$ cat src/rtl/conv_stream_driver.sv
// conv_stream_driver: host-loaded x/f vector source and y result sink for the 1-D convolution core, with run latency count.
module conv_stream_driver #(
  parameter int DATA_N      = 8,
  parameter int LG_DATA_N   = 3,
  parameter int FILTER_N    = 4,
  parameter int LG_FILTER_N = 2,
  parameter int CONV_N      = 5,
  parameter int LG_CONV_N   = 3,
  parameter int DATA_W      = 8,
  parameter int Y_W         = 18
) (
  input  logic                 clk,
  input  logic                 reset_n,
  input  logic                 ld_en,
  input  logic                 ld_sel,
  input  logic [LG_DATA_N-1:0] ld_addr,
  input  logic [DATA_W-1:0]    ld_data,
  input  logic                 start,
  output logic                 busy,
  output logic                 done,
  output logic [15:0]          cycles,
  output logic                 m_valid_x,
  output logic [DATA_W-1:0]    m_data_x,
  input  logic                 s_ready_x,
  output logic                 m_valid_f,
  output logic [DATA_W-1:0]    m_data_f,
  input  logic                 s_ready_f,
  input  logic                 s_valid_y,
  input  logic [Y_W-1:0]       s_data_y,
  output logic                 m_ready_y,
  input  logic [LG_CONV_N-1:0] rd_addr,
  output logic [Y_W-1:0]       rd_data
);
  typedef enum logic [1:0] {IDLE, SEND, RECV, DONE} state_t;
  state_t                 state_q, state_d;
  logic [LG_DATA_N:0]     cnt_x_q, cnt_x_d;
  logic [LG_FILTER_N:0]   cnt_f_q, cnt_f_d;
  logic [LG_CONV_N-1:0]   cnt_y_q, cnt_y_d;
  logic [15:0]            cycles_q, cycles_d;
  logic [DATA_W-1:0]      x_buf_q [DATA_N];
  logic [DATA_W-1:0]      f_buf_q [FILTER_N];
  logic [Y_W-1:0]         y_buf_q [CONV_N];
  logic                   fire_x, fire_f, fire_y;
  assign busy      = state_q == SEND || state_q == RECV;
  assign done      = state_q == DONE;
  assign m_ready_y = state_q == RECV;
  assign m_valid_x = state_q == SEND && cnt_x_q < (LG_DATA_N+1)'(DATA_N);
  assign m_valid_f = state_q == SEND && cnt_f_q < (LG_FILTER_N+1)'(FILTER_N);
  // Data is gated by valid so the channels idle at zero; the counter only moves on acceptance, keeping data stable.
  assign m_data_x  = m_valid_x ? x_buf_q[cnt_x_q[LG_DATA_N-1:0]] : '0;
  assign m_data_f  = m_valid_f ? f_buf_q[cnt_f_q[LG_FILTER_N-1:0]] : '0;
  assign fire_x    = m_valid_x & s_ready_x;
  assign fire_f    = m_valid_f & s_ready_f;
  assign fire_y    = m_ready_y & s_valid_y;
  assign rd_data   = int'(rd_addr) < CONV_N ? y_buf_q[rd_addr] : '0;
  assign cycles    = cycles_q;
  always_comb begin
    state_d  = state_q;
    cnt_x_d  = cnt_x_q + (LG_DATA_N+1)'(fire_x);
    cnt_f_d  = cnt_f_q + (LG_FILTER_N+1)'(fire_f);
    cnt_y_d  = cnt_y_q + LG_CONV_N'(fire_y);
    cycles_d = busy && cycles_q != 16'hFFFF ? cycles_q + 16'd1 : cycles_q;
    case (state_q)
      IDLE: if (start) begin
        state_d  = SEND;
        cnt_x_d  = '0;
        cnt_f_d  = '0;
        cnt_y_d  = '0;
        cycles_d = '0;
      end
      SEND: state_d = cnt_x_d == (LG_DATA_N+1)'(DATA_N) && cnt_f_d == (LG_FILTER_N+1)'(FILTER_N) ? RECV : SEND;
      RECV: state_d = fire_y && cnt_y_q == LG_CONV_N'(CONV_N-1) ? DONE : RECV;
      default: state_d = IDLE;
    endcase
  end
  always_ff @(posedge clk or negedge reset_n) begin
    if (!reset_n) begin
      state_q  <= IDLE;
      cnt_x_q  <= '0;
      cnt_f_q  <= '0;
      cnt_y_q  <= '0;
      cycles_q <= '0;
      for (int i = 0; i < DATA_N; i++) x_buf_q[i] <= '0;
      for (int i = 0; i < FILTER_N; i++) f_buf_q[i] <= '0;
      for (int i = 0; i < CONV_N; i++) y_buf_q[i] <= '0;
    end else begin
      state_q  <= state_d;
      cnt_x_q  <= cnt_x_d;
      cnt_f_q  <= cnt_f_d;
      cnt_y_q  <= cnt_y_d;
      cycles_q <= cycles_d;
      if (state_q == IDLE && ld_en && !ld_sel && int'(ld_addr) < DATA_N) x_buf_q[ld_addr] <= ld_data;
      if (state_q == IDLE && ld_en && ld_sel && int'(ld_addr) < FILTER_N) f_buf_q[ld_addr[LG_FILTER_N-1:0]] <= ld_data;
      if (fire_y) y_buf_q[cnt_y_q] <= s_data_y;
    end
  end
endmodule

$ cat config.mk
export PLATFORM = sky130hd
export DESIGN_NAME = conv_stream_driver
export DESIGN_NICKNAME = d
export VERILOG_FILES = /design/src/rtl/conv_stream_driver.sv
export SDC_FILE = /design/constraint.sdc
export NUM_CORES = 1
export LEC_CHECK = 0
export BUFFER_PORTS_ARGS = -buffer_cell sky130_fd_sc_hd__buf_2
export CORE_MARGIN = 5
export CORE_UTILIZATION = 62
export CTS_BUF_LIST = sky130_fd_sc_hd__clkbuf_8
export CTS_CLUSTER_DIAMETER = 120
export DETAILED_ROUTE_END_ITERATION = 10
export PLACE_DENSITY = 0.89
export SYNTH_ARGS = -nofsm -noshare
export SYNTH_HDL_FRONTEND = slang
export SYNTH_SLANG_ARGS = --single-unit
$ cat constraint.sdc
create_clock -name clk -period 2.95 [get_ports clk]
set_clock_uncertainty 0.05 [all_clocks]
set_input_delay 0.59 -clock clk [delete_from_list [all_inputs] [get_ports clk]]
set_output_delay 0.59 -clock clk [all_outputs]
set_load 0.01 [all_outputs]
## Word level (Yosys, flattened, before mapping)

Cells that the tools add are included.

- Flip-flop bits (word level): 214
- Input port bits: 40
- Output and inout port bits: 55
- Word-level logic and storage cells: 105

- $add $sub $neg: 4
- $lt $le $gt $ge: 13
- Eq/ne operators: 8
- Muxes and demuxes: 34
- Bitwise logic cells: 9
- Reduce and logical (&&, ||, !) cells: 15

Operator list:

| cell | count |
|---|---|
| $bwmux 90 | 1 |
| $mux 18 | 4 |
| $bwmux 64 | 1 |
| $mux 8 | 8 |
| $bmux 18 s3 | 1 |
| $demux 18 s3 | 1 |
| $mux 16 | 3 |
| $bwmux 32 | 1 |
| $bmux 8 s3 | 1 |
| $demux 8 s3 | 1 |
| $add 16x1->16 const B | 1 |
| $bmux 8 s2 | 1 |
| $demux 8 s2 | 1 |
| $ge 4x4->1 const B | 4 |
| $ne 16x16->1 const B | 1 |
| $not 3->4 | 4 |
| $logic_and 1x1->1 | 12 |
| $mux 3 | 4 |
| $lt 3x3->1 const B | 3 |
| $lt 4x1->1 const B | 2 |
| $mux 4 | 2 |
| $add 3x1->3 | 2 |
| $eq 3x3->1 const B | 2 |
| $ge 3x3->1 const B | 2 |
| other kinds (15) | 20 |

## Depth between registers and ports, before layout

- Depth in word-level cells: 8
- Depth in mapped cells: 13
- Depth with buffers taken out: 12

## Worst setup path after synthesis

Ideal clock, no wire load.

- Kind: register to register
- Start: register state_q[1]
- End: register state_q[0]
- Setup time: 126 ps
- Arrival time: 2,340 ps
- Data required time: 2,774 ps
- Path slack: 434 ps
- Stages on the path, launching flop included: 14
- Path buffers: 1
- Clock period less this slack: 2,516 ps
- Cell sequence: dfrtp_1 > inv_1 > ha_1 > nand2b_1 > clkbuf_1 > inv_1 > and2_1 > ha_1 > ha_1 > nor2_1 > a21oi_1 > mux2i_1 > nand3_1 > a221o_1

- Word-level cells in the longest chain between the ends: 8
- Elaborated cells between the ends (all ways): 18
- Those cells by class: add/sub: 2; eq/ne: 5; mux: 3; bitwise: 3; reduce/logical: 5

Ends and longest elaborated chain:

| element | line | source |
|---|---|---|
| from (decl) | 35 | `state_t state_q, state_d;` |
| from (signal assigned) | 87 | `state_q <= state_d;` |
| $eq 2x1->1 | 47 | `assign m_valid_x = state_q == SEND && cnt_x_q < (LG_DATA_N+1)'(DATA_N);` |
| $logic_and 1x1->1 | 47 |  |
| via m_valid_x | 22 | `output logic m_valid_x,` |
| $and 1x1->1 | 52 | `assign fire_x = m_valid_x & s_ready_x;` |
| $add 4x1->4 | 59 | `cnt_x_d = cnt_x_q + (LG_DATA_N+1)'(fire_x);` |
| $eq 4x4->1 | 71 | `SEND: state_d = cnt_x_d == (LG_DATA_N+1)'(DATA_N) && cnt_f_d == (LG_FILTER_N+1)'(FILTER_N) ? RECV : SEND;` |
| $logic_and 1x1->1 | 71 |  |
| $mux 2 | 71 |  |
| $pmux 2 s3 | 63 | `case (state_q)` |

The timed path passes the listed nets, and every way through them passes these cells.
A chain may end at the register's enable or synchronous reset.

## Worst setup path in the final report

- Start: register cnt_f_q[0]
- End: output port m_data_f[5]

- Word-level cells in the longest chain between the ends: 5
- Elaborated cells between the ends (all ways): 7
- Those cells by class: order compare: 1; mux: 4; bitwise: 1; reduce/logical: 1

Ends and longest elaborated chain:

| element | line | source |
|---|---|---|
| from (decl) | 37 | `logic [LG_FILTER_N:0] cnt_f_q, cnt_f_d;` |
| from (signal assigned) | 89 | `cnt_f_q <= cnt_f_d;` |
| $not 2->3 (not written as such) | 51 | `assign m_data_f = m_valid_f ? f_buf_q[cnt_f_q[LG_FILTER_N-1:0]] : '0;` |
| $bmux 8 s2 | 51 |  |
| $mux 8 (not written as such) (2 in a row) | 51 |  |
| $mux 8 (*) | 51 |  |
| to (decl) | 26 | `output logic [DATA_W-1:0] m_data_f,` |

Every way passes the cells marked *; elsewhere a longest branch is shown, timed or not. The select of a mux whose other input is x is not followed.

==> metrics.md <==
| Metric | Value |
|---|---|
| Outcome | finished, final reports clean |
| Total CTS buffers | 36 |
| CP arrival | approximately 2.1 ns |
| Post-synthesis cell area | between 10,000 and 15,000 sq um |
| FMAX | 360.9 MHz |
| Critical path data required time | 2.31 ns |
| FP Rows | 46 |
| First-pass GRT wire length | ~36,000 um |
| Finished Core Util | 0.7229 |
| Post-synth EDFFs | 0 |
| I/O pins | between 90 and 100 |
| Max VDD drop | between 0.5 and 0.6 mV |
| Worst-path clk slew | ~0.060 ns |
| RSZ-0062 raised after global routing | false |
| Non-Filler Instances | 1,063 |
| Minimum hold slack | a little under 0.09 ns |
| Post-layout instance area | 11,520 sq um |
| Area contributors post-synth | dfrtp_1, mux2_2, mux4_2 |
| Total core area | 15,940 sq um |
| Worst slew pin tran | 0.7786 ns |
| Max_cap viols | 0 |
| Distinct cells, synth | 49 |
| Nets | around 870 |
| Min-Delay Path Class | input port to async pin |
| GRT Resource Usage Total | 0.2466 |
| DP Area | around 11,000 sq um |
| Post-Syn Area per Cell | around 14 sq um |
| Setup tns final | 0 ns |
| Area growth syn-to-layout | 14.38% |
| DRC | 0 |
| Final Hold Viols | 0 |
| # fillers | between 1,000 and 1,500 |
| Most common cell in the synthesized netlist | dfrtp_1 |
| Via Count | 6,296 |
| Via/cell ratio | between 5 and 6 |
| Final Max Tran Viols | 0 |
| Worst setup SP type | flip-flop |
| Detailed Place HPWL | 14,770 um |
| Final ANT Viol Nets | 0 |
| Die X | 137.5 um |
| GPL Wtd Cong | between 0.8 and 0.9 |
| Min Clock Period, post-route | about 2.8 ns |
| Clk sinks | around 210 |
| Grt ovf | 0 |
| DR WL/cell | a little over 20 um |
| Syn Nets | 765 |
| Synth Area in Compound Gates | 0.01788 |
| Vias in the first global route | approximately 7,000 |
| Rel. slew slack | 0.4781 |
| Die H | 137.5 um |
| Initial DRC Count | just over 400 |
| Post-synth top cells | dfrtp_1, mux2_2, mux2_1 |
| Fin crit share | 0.9393 |
| Crit Path Category | flip-flop to output pin |
| Adder-Cell Fraction of Synth Area | 0.01490 |
| #FFs+latches synth | 214 |
| Async SR Flop Fraction | 1.000 |
| DR pass1 iterations | 7 |
| Worst-skew pair later-pin latency | ~0.51 ns |
| PwrDens | around 760 nW/um^2 |
| Synth Warn # | 0 |
| Top cell type's share of synthesized area | 0.5315 |
| Area share of xor/xnor cells in the synthesized design | 0.01478 |
| Root Buffer | clkbuf_8 |
| Diode count | 0 |
| Post-placement cell count | between 900 and 1,000 |
| Proportion of synthesized area in mux cells | 0.3154 |
| Simple-gate share of the synthesized area | 0.07798 |
| Synth area leader | dfrtp_1 |
| Port Buf Inserts | between 90 and 100 |
| Setup bufs post-CTS | 0 |
| Seq/Total Area, Yosys | 0.5315 |
| CP Capture Type | output pin |
| H-tree depth | 2 |
| Starting Density | 0.6320 |
| Initial antenna violation count | 0 |
| Die area | 18,900 sq um |
| TritonCTS clock tree | yes |
| Crit-path max FO | 9 |
| Synthesized netlist cell count | slightly above 700 |
| Setup violators final | 0 |
| Fraction of layout instances using a drive strength above 1 | 0.4179 |
| Clk buf depth | 3 |
| Leakage | 0.005721 uW |
| Main combinational cell family by area after synthesis | multiplexers |
| DRT Wirelength | about 22,000 um |
| Most common flop cell mapped by yosys | dfrtp_1 |
| Pin count of the biggest net entering global routing | 96 |
-- layout make-up --
class                      instances  area (sq um)  share of cell area
sequential                       214          5356              0.4648
multi-input combinational        434          4443              0.3855
clock buffer                      46         633.1             0.05493
timing repair buffer             109         620.6             0.05385
tap                              216         270.3             0.02345
clock inverter                    18         103.9            0.009011
inverter                          26         97.59            0.008468
-- registers in the layout, summed over array words and instances (netlist names) --
signal / flops
cycles: 16
y_buf_q: 90
state_q: 2
cnt_f_q: 3
x_buf_q: 64
cnt_x_q: 4
f_buf_q: 32
cnt_y_q: 3
-- critical path: stages, from the launching register on --
cell and delay (ns):
dfrtp_1 0.72, mux4_2 0.59, nor2b_1 0.16, buf_2 0.14
-- kinds of logic (layout without fill, tap and decap cells) --
family                     after synthesis  count (layout)
adders and majority gates               12              12
and+or+nand+nor                        137             137
DFF                                    214             214
AOI/OAI and AO/OA                       30              30
buffers and inverters                   65             199
muxes                                  238             238
xor gates and xnor gates                17              17
-- per-layer routing --
metal	part of all wire	vias up	track usage	wire length, um
met3	0.054	36	0.04565	1181
met5	0	-	0	0
met2	0.52	200	0.4290	11430
met1	0.40	3283	0.3091	8801
li1	-	2777	-	-
met4	0.020	0	0.09035	434
-- repair_timing --
item                                   in CTS  in global routing
hold buffers                                0                  0
gates resized for setup                     1                  1
setup endpoints to repair                   1                  1
endpoints found under the hold margin       0                  0
-- power by group --
group	internal (uW)	switching (uW)	leakage, uW	total (uW)
clock	1490	1140	0.000422	2620
combinational	1160	958	0.00241	2120
sequential	3520	459	0.00289	3970
total	6160	2560	0.00572	8720
-- worst paths after layout --
check | start | endpoint | slack (ns) | cells after the start
max in group asynchronous | reset_n | y_buf_q[49] | 1.91 | 2
min | reset_n | y_buf_q[74] | 0.09 | 1
max | cnt_f_q[0] | m_data_f[5] | 0.18 | 3
min in group clk | s_data_y[0] | y_buf_q[0] | 0.30 | 2
max reg2reg | state_q[1] | state_q[0] | 0.38 | 12
min reg2reg | y_buf_q[48] | y_buf_q[48] | 0.43 | 1
-- per-stage QoR --
| stage | worst slack [ns] | total power (uW) |
|---|---|---|
| finish | 0.1792 | 8716 |
| global route | 0.04313 | 9235 |
| CTS | 0.1106 | 8801 |
| detailed placement | 0.2623 | 6142 |
| global placement | 0.2523 | 5950 |
| floorplan | 0.4345 | 5372 |
-- cells in the final DEF (no fill, tap or decap), types with 10 or more instances in the layout --
cell      instances
clkbuf_8         47
nor2b_1          15
inv_1            39
mux4_2           42
mux2i_1          10
ha_1             12
nor2_1           37
buf_2            93
xor2_1           11
dfrtp_1         213
o21ai_0          20
mux2_2          123
nand2_1          29
mux2_4           10
mux2_1           53
buf_4            12
No activity file was read; power rests on OpenSTA's default activity.
